`config.mk`:
```
export PLATFORM = sky130hd
export DESIGN_NAME = sd_spi_responder
export DESIGN_NICKNAME = d
export VERILOG_FILES = /design/src/rtl/sd_spi_pkg.sv /design/src/rtl/sd_crc7.sv /design/src/rtl/sd_spi_responder.sv
export SDC_FILE = /design/constraint.sdc
export NUM_CORES = 1
export LEC_CHECK = 0
export ABC_AREA = 1
export CAP_MARGIN = 20
export CORE_UTILIZATION = 36
export DETAILED_ROUTE_END_ITERATION = 16
export DONT_BUFFER_PORTS = 1
export GPL_ROUTABILITY_DRIVEN = 1
export PLACE_DENSITY = 0.49
export SYNTH_ARGS = -nofsm -noshare
export SYNTH_HDL_FRONTEND = slang
export SYNTH_SLANG_ARGS = --single-unit
```
`constraint.sdc`:
```
create_clock -name clk -period 2.9 [get_ports clk]
set_input_delay 0.435 -clock clk [delete_from_list [all_inputs] [get_ports clk]]
set_output_delay 0.435 -clock clk [all_outputs]
set_load 0.005 [all_outputs]
```
`src/rtl/sd_spi_pkg.sv`:
```
// Shared types and constants for the SD SPI-mode command responder.
package sd_spi_pkg;

  typedef enum logic [2:0] {StIdle, StRx, StCmd, StRsp, StTx} state_e;

  localparam int unsigned FRAME_BITS = 48;
  localparam logic [6:0]  CRC7_POLY  = 7'h09;
  localparam logic [7:0]  R1_IDLE    = 8'h01;
  localparam logic [7:0]  R1_CRC_ERR = 8'h08;

  // One serial step of CRC7 (x^7 + x^3 + 1), MSB-first data.
  function automatic logic [6:0] crc7_step(input logic [6:0] crc, input logic din);
    logic fb;
    fb = din ^ crc[6];
    return {crc[5:0], 1'b0} ^ (fb ? CRC7_POLY : 7'h00);
  endfunction

endpackage

```
`src/rtl/sd_crc7.sv`:
```
// Serial CRC7 accumulator; clear restarts from zero and may coincide with the first bit.
module sd_crc7
  import sd_spi_pkg::*;
(
  input  logic       clk_i,
  input  logic       rst_ni,
  input  logic       clear_i,
  input  logic       en_i,
  input  logic       bit_i,
  output logic [6:0] crc_o
);

  logic [6:0] crc_q, crc_d, crc_base;

  always_comb begin
    crc_base = clear_i ? 7'h00 : crc_q;
    crc_d    = crc_base;
    if (en_i) crc_d = crc7_step(crc_base, bit_i);
  end

  always_ff @(posedge clk_i or negedge rst_ni) begin
    if (!rst_ni) crc_q <= 7'h00;
    else         crc_q <= crc_d;
  end

  assign crc_o = crc_q;

endmodule

```
`src/rtl/sd_spi_responder.sv`:
```
// SD-card-side SPI-mode responder: decodes 48-bit command frames and returns an R1 byte.
// Define SDSPI_CRC7_CHECK_EN to check the frame CRC7 and auto-answer R1=0x08 on mismatch.
module sd_spi_responder
  import sd_spi_pkg::*;
#(
  parameter int unsigned SYNC_STAGES = 2,
  parameter int unsigned NCR_BYTES   = 1
) (
  input  logic        clk,
  input  logic        reset_n,
  input  logic        spi_sck,
  input  logic        spi_cs_n,
  input  logic        spi_mosi,
  output logic        spi_miso,
  output logic        spi_miso_oe,
  output logic        cmd_valid,
  input  logic        cmd_ready,
  output logic [5:0]  cmd_index,
  output logic [31:0] cmd_arg,
  output logic        rsp_ready,
  input  logic        rsp_valid,
  input  logic [7:0]  rsp_data,
  output logic        crc_err,
  output logic        busy
);

  localparam int unsigned TxBits = NCR_BYTES * 8 + 8;

  logic [SYNC_STAGES-1:0] sck_sync_q, cs_sync_q, mosi_sync_q;
  logic                   sck_prev_q;
  logic                   sck_s, cs_s, mosi_s, sck_rise, sck_fall;

  always_ff @(posedge clk or negedge reset_n) begin
    if (!reset_n) begin
      sck_sync_q  <= '0;
      cs_sync_q   <= '1;
      mosi_sync_q <= '1;
      sck_prev_q  <= 1'b0;
    end else begin
      sck_sync_q  <= {sck_sync_q[SYNC_STAGES-2:0], spi_sck};
      cs_sync_q   <= {cs_sync_q[SYNC_STAGES-2:0], spi_cs_n};
      mosi_sync_q <= {mosi_sync_q[SYNC_STAGES-2:0], spi_mosi};
      sck_prev_q  <= sck_s;
    end
  end

  assign sck_s    = sck_sync_q[SYNC_STAGES-1];
  assign cs_s     = cs_sync_q[SYNC_STAGES-1];
  assign mosi_s   = mosi_sync_q[SYNC_STAGES-1];
  assign sck_rise = sck_s & ~sck_prev_q;
  assign sck_fall = ~sck_s & sck_prev_q;

  state_e      state_q;
  logic [2:0]  bit_cnt_q;
  logic [5:0]  rx_cnt_q;
  logic [45:0] frame_sr_q;  // frame bits 46..1, oldest at the top
  logic [5:0]  cmd_index_q;
  logic [31:0] cmd_arg_q;
  logic        cmd_valid_q, rsp_ready_q, skip_tx_q, tx_active_q, miso_q, oe_q, crc_err_q;
  logic [7:0]  rsp_q;
  logic [6:0]  tx_left_q, tx_next_idx;
  logic        tx_next_bit, crc_bad;

  assign tx_next_idx = tx_left_q - 7'd1;
  assign tx_next_bit = (tx_next_idx < 7'd8) ? rsp_q[tx_next_idx[2:0]] : 1'b1;

`ifdef SDSPI_CRC7_CHECK_EN
  logic [6:0] crc_val;
  logic       crc_en;

  // Covers the start bit (seen in IDLE) and frame bits 46..8.
  assign crc_en = sck_rise && !cs_s &&
                  (((state_q == StIdle) && !mosi_s) || ((state_q == StRx) && (rx_cnt_q < 6'd40)));

  sd_crc7 u_crc7 (
    .clk_i   (clk),
    .rst_ni  (reset_n),
    .clear_i (state_q == StIdle),
    .en_i    (crc_en),
    .bit_i   (mosi_s),
    .crc_o   (crc_val)
  );

  assign crc_bad = (crc_val != frame_sr_q[6:0]);
`else
  assign crc_bad = 1'b0;
`endif

  always_ff @(posedge clk or negedge reset_n) begin
    if (!reset_n) begin
      state_q     <= StIdle;
      bit_cnt_q   <= 3'd0;
      rx_cnt_q    <= 6'd0;
      frame_sr_q  <= '0;
      cmd_index_q <= 6'd0;
      cmd_arg_q   <= 32'd0;
      cmd_valid_q <= 1'b0;
      rsp_ready_q <= 1'b0;
      rsp_q       <= 8'h00;
      skip_tx_q   <= 1'b0;
      tx_active_q <= 1'b0;
      tx_left_q   <= 7'd0;
      miso_q      <= 1'b1;
      oe_q        <= 1'b0;
      crc_err_q   <= 1'b0;
    end else begin
      crc_err_q <= 1'b0;
      oe_q      <= !cs_s;
      if (sck_rise && !cs_s) bit_cnt_q <= bit_cnt_q + 3'd1;
      unique case (state_q)
        StIdle: begin
          miso_q    <= 1'b1;
          skip_tx_q <= 1'b0;
          if (sck_rise && !cs_s && !mosi_s) begin
            state_q   <= StRx;
            bit_cnt_q <= 3'd1;
            rx_cnt_q  <= 6'd1;
          end
        end
        StRx: begin
          if (cs_s) begin
            state_q <= StIdle;
          end else if (sck_rise) begin
            frame_sr_q <= {frame_sr_q[44:0], mosi_s};
            rx_cnt_q   <= rx_cnt_q + 6'd1;
            if (rx_cnt_q == 6'(FRAME_BITS - 1)) begin
              if (!frame_sr_q[45] || !mosi_s) begin
                state_q <= StIdle;
              end else if (crc_bad) begin
                crc_err_q   <= 1'b1;
                rsp_q       <= R1_CRC_ERR;
                tx_active_q <= 1'b0;
                state_q     <= StTx;
              end else begin
                cmd_index_q <= frame_sr_q[44:39];
                cmd_arg_q   <= frame_sr_q[38:7];
                cmd_valid_q <= 1'b1;
                state_q     <= StCmd;
              end
            end
          end
        end
        StCmd: begin
          if (cs_s) skip_tx_q <= 1'b1;
          if (cmd_valid_q && cmd_ready) begin
            cmd_valid_q <= 1'b0;
            rsp_ready_q <= 1'b1;
            state_q     <= StRsp;
          end
        end
        StRsp: begin
          if (cs_s) skip_tx_q <= 1'b1;
          if (rsp_valid && rsp_ready_q) begin
            rsp_ready_q <= 1'b0;
            rsp_q       <= rsp_data;
            tx_active_q <= 1'b0;
            state_q     <= (skip_tx_q || cs_s) ? StIdle : StTx;
          end
        end
        StTx: begin
          if (cs_s) begin
            state_q <= StIdle;
            miso_q  <= 1'b1;
          end else if (sck_fall) begin
            if (!tx_active_q) begin
              // Wait for a byte boundary; the first bit out is always filler.
              if (bit_cnt_q == 3'd0) begin
                tx_active_q <= 1'b1;
                tx_left_q   <= 7'(TxBits - 1);
                miso_q      <= 1'b1;
              end
            end else if (tx_left_q != 7'd0) begin
              tx_left_q <= tx_next_idx;
              miso_q    <= tx_next_bit;
            end
          end else if (sck_rise && tx_active_q && (tx_left_q == 7'd0)) begin
            state_q <= StIdle;
            miso_q  <= 1'b1;
          end
        end
        default: state_q <= StIdle;
      endcase
    end
  end

  assign spi_miso    = miso_q;
  assign spi_miso_oe = oe_q;
  assign cmd_valid   = cmd_valid_q;
  assign cmd_index   = cmd_index_q;
  assign cmd_arg     = cmd_arg_q;
  assign rsp_ready   = rsp_ready_q;
  assign crc_err     = crc_err_q;
  assign busy        = (state_q != StIdle);

endmodule

```
==> impl_metrics.tcl <==
set metrics [dict create \
    path_max_fanout 9 \
    cellPowerDensity_nw_per_um2 722 \
    h-tree-depth 4 \
    worst_clock_skew_ps 7.65 \
    grt_usage_pct 15.2 \
    design_power_total_mw 4.30 \
    ant_nets 0 \
    cts-root-buf "clkbuf_16" \
    cp.arrival_ps 2250 \
    synthArstFlopShare_pct 100 \
    rsz0062_at_grt "no" \
    combPwrFrac_pct 6.4 \
    overflow 0 \
    initial_core_util_pct 37.3 \
    wl_per_cell_um 13.0 \
    numCtsBuffers 17 \
    wirelength_mm 10.2 \
    crit_slowest_cell "dfrtp_1" \
    max_freq_mhz 508 \
    die_h_um 122 \
    violations "negative hold slack" \
    cts.repair.resized 0 \
    p_switching_mw 1.02 \
    firstDrtPassIters 4 \
    start_kind "flop" \
    yosys_warnings 0 \
    relSlewSlack_pct 59.6 \
    ys_seq_elements 124 \
    synth_largest_area_cell "dfrtp_1" \
    drive_gt1_share_pct 8.77 \
    antenna_found_initial 0 \
    syn_inst 587 \
    slew_violations 0 \
    totalNegativeSetupSlack_ps 0 \
    clockBufferDepth 2 \
    gp_congestion 0.851 \
    coreArea_um2 14000 \
    worst-slew-pin-transition_ps 605 \
    synthTopCellsByCount "nand2_1 (170), dfrtp_1 (119), inv_1 (84)" \
    yosysMostFrequentCell "nand2_1" \
    worstPathRequired_ps 3180 \
    boundaryPins 59 \
    drc 0 \
    report.final.hold_viol_count 124 \
    clockPowerShare_pct 49.9 \
    finalCriticalPeriod_ps 1970 \
    dr.first_iter.drc_count 246 \
    sw_frac_of_total_pct 23.7 \
    p_leak_nw 2.81 \
    fin_crit_sh_pct 67.8 \
    status "complete, but fails checks" \
    end_kind "flop" \
    grt_pass1_vias 3641 \
    hp-class "input pin to async pin" \
    synthTopCellsByArea "dfrtp_1 (57%), nand2_1 (12%), o21ai_0 (6.3%)" \
    grt_pass1_wl_mm 17.4 \
    cpPeakStageDelay_ps 430 \
    worst_skew_pair.late_latency_ps 410 \
    antenna_cells 0 \
    syn_to_final_growth_pct 14.3 \
    io_buffers 0 \
    cts_sinks 124 \
    synth_seq_area_share_pct 59.6 \
    setup_violations 0 \
    ir_worst_vdd_mv 0.597 \
    cts.clk_slew.worst_paths_ps 60 \
    vias_per_cell 4.64 \
    rows 43 \
    dp_hpwl_mm 6.54 \
    syn-num-nets 606 \
    synth-edff-count 0 \
    synth_top_area_share_pct 57.1 \
    die_w_um 122 \
    grt_max_degree 125 \
    netlist_area_um2 5210 \
    maxCapViolCount 0 \
    dieArea_um2 15000 \
    vias 3640 \
    internal-power_mw 3.28 \
    nNetsFinal 610 \
    cts_tree "done" \
    p_seq_share_pct 43.7 \
    ys_types 32 \
    syn_avg_cell_area_um2 8.88 \
    synth_ff_type "dfrtp_1" \
    holdWs_ps -283 \
    crit_chain "clkinv_1 > ha_1 > inv_1 > nor2_1 > nand3_1 > o21ai_0 > inv_1 > nand2_1 > o21ai_0" \
    path_class "flop to flop" \
]
==> cell type report <==
class / count / area [µm²]
Clock inverter: 14 / 168
Tap cell: 180 / 225
Fill cell: 1409 / 8030
Inverter: 86 / 323
Timing Repair Buffer: 5 / 55.1
Clock buffer: 18 / 439
Sequential cell: 124 / 3110
Multi-Input combinational cell: 357 / 1640
==> kinds of logic (layout without fill, tap and decap cells) <==
family,Yosys count,after routing,share of synthesized area (%)
AOI/OAI and AO/OA,110,110,11.1
xor gates and xnor gates,3,3,0.504
adders and majority gates,4,4,0.960
buffers and inverters,106,123,8.95
DFF,124,124,59.6
other,1,1,0.0719
and+or+nand+nor,239,239,18.7
==> stage by stage <==
stage               setup slack (ps)  cells  utilization, %  area [µm²]  hold slack, ps
floorplan                       1190    587               -        5210             139
global placement                 985    750            38.1        5330             142
detailed placement               976    750            38.1        5330             143
CTS                              933    783            42.5        5950            -305
global route                     575    784            42.6        5960            -310
finish                           933    784            42.6        5960            -283
==> worst max-delay path, delay by kind of cell (launching register included) <==
family	cells	cell delay, ps
DFF	1	430
adders and majority gates	1	300
and+or+nand+nor	3	300
AOI/OAI and AO/OA	2	400
buffers and inverters	3	410
==> cells in the final DEF (no fill, tap or decap), types with 3 or more instances in the layout <==
cell        count
inv_1          84
o21ai_0        66
bufinv_16       3
dfstp_2         5
nor2_2          3
nor2_1         27
nand3_1        28
nand4_1         7
o21ai_2         3
a21oi_1         5
clkinv_2        4
clkbuf_16      17
o21ai_1        29
nand2_1       169
ha_1            4
clkinvlp_4      3
nand2_2         3
dfrtp_1       119
==> power by group through the flow <==
stage	combinational, mW	sequential [mW]	clock (mW)
final	0.274	1.88	2.15
after global routing	0.323	1.89	2.28
after CTS	0.277	1.88	2.21
after detailed placement	0.274	1.91	0
after global placement	0.267	1.91	0
after floorplan	0.227	1.89	0
==> path summary, 6_finish.rpt <==
| check | startpoint | to | slack, ps | cells past startpoint |
|---|---|---|---|---|
| max in group asynchronous | reset_n | mosi_sync_q[1] | 3000 | 0 |
| min in group clk | spi_sck | sck_sync_q[0] | 50 | 0 |
| worst min-delay path | reset_n | tx_active_q | -280 | 0 |
| worst min register to register | sck_sync_q[0] | sck_sync_q[1] | 350 | 0 |
| worst max-delay path | tx_left_q[0] | tx_left_q[3] | 930 | 9 |
| worst max register to register | tx_left_q[0] | tx_left_q[3] | 930 | 9 |
==> metal layers <==
metal	track usage (%)	routed length, µm	vias up	share of wire (%)
li1	-	-	1864	-
met1	18.6	4730	1711	46
met4	5.49	102	0	1.0
met3	6.69	717	10	7.0
met2	23.6	4660	55	46
met5	0	0	-	0
==> state kept, by name, indices dropped and copies added, names as in the netlist, 2 cells and up <==
name and flops:
frame_sr_q 46, cmd_arg 32, rsp_q 8, tx_left_q 7, cmd_index 6, rx_cnt_q 6, bit_cnt_q 3, state_q 3
cs_sync_q 2, mosi_sync_q 2, sck_sync_q 2
==> repair_timing <==
action / 4_1_cts / 5_1_grt
endpoints found under the setup margin: 0 / 0
setup buffers: 0 / 0
hold buffers: 1 / 1
endpoints found under the hold margin: 125 / 125
No activity file was read; power rests on OpenSTA's default activity.
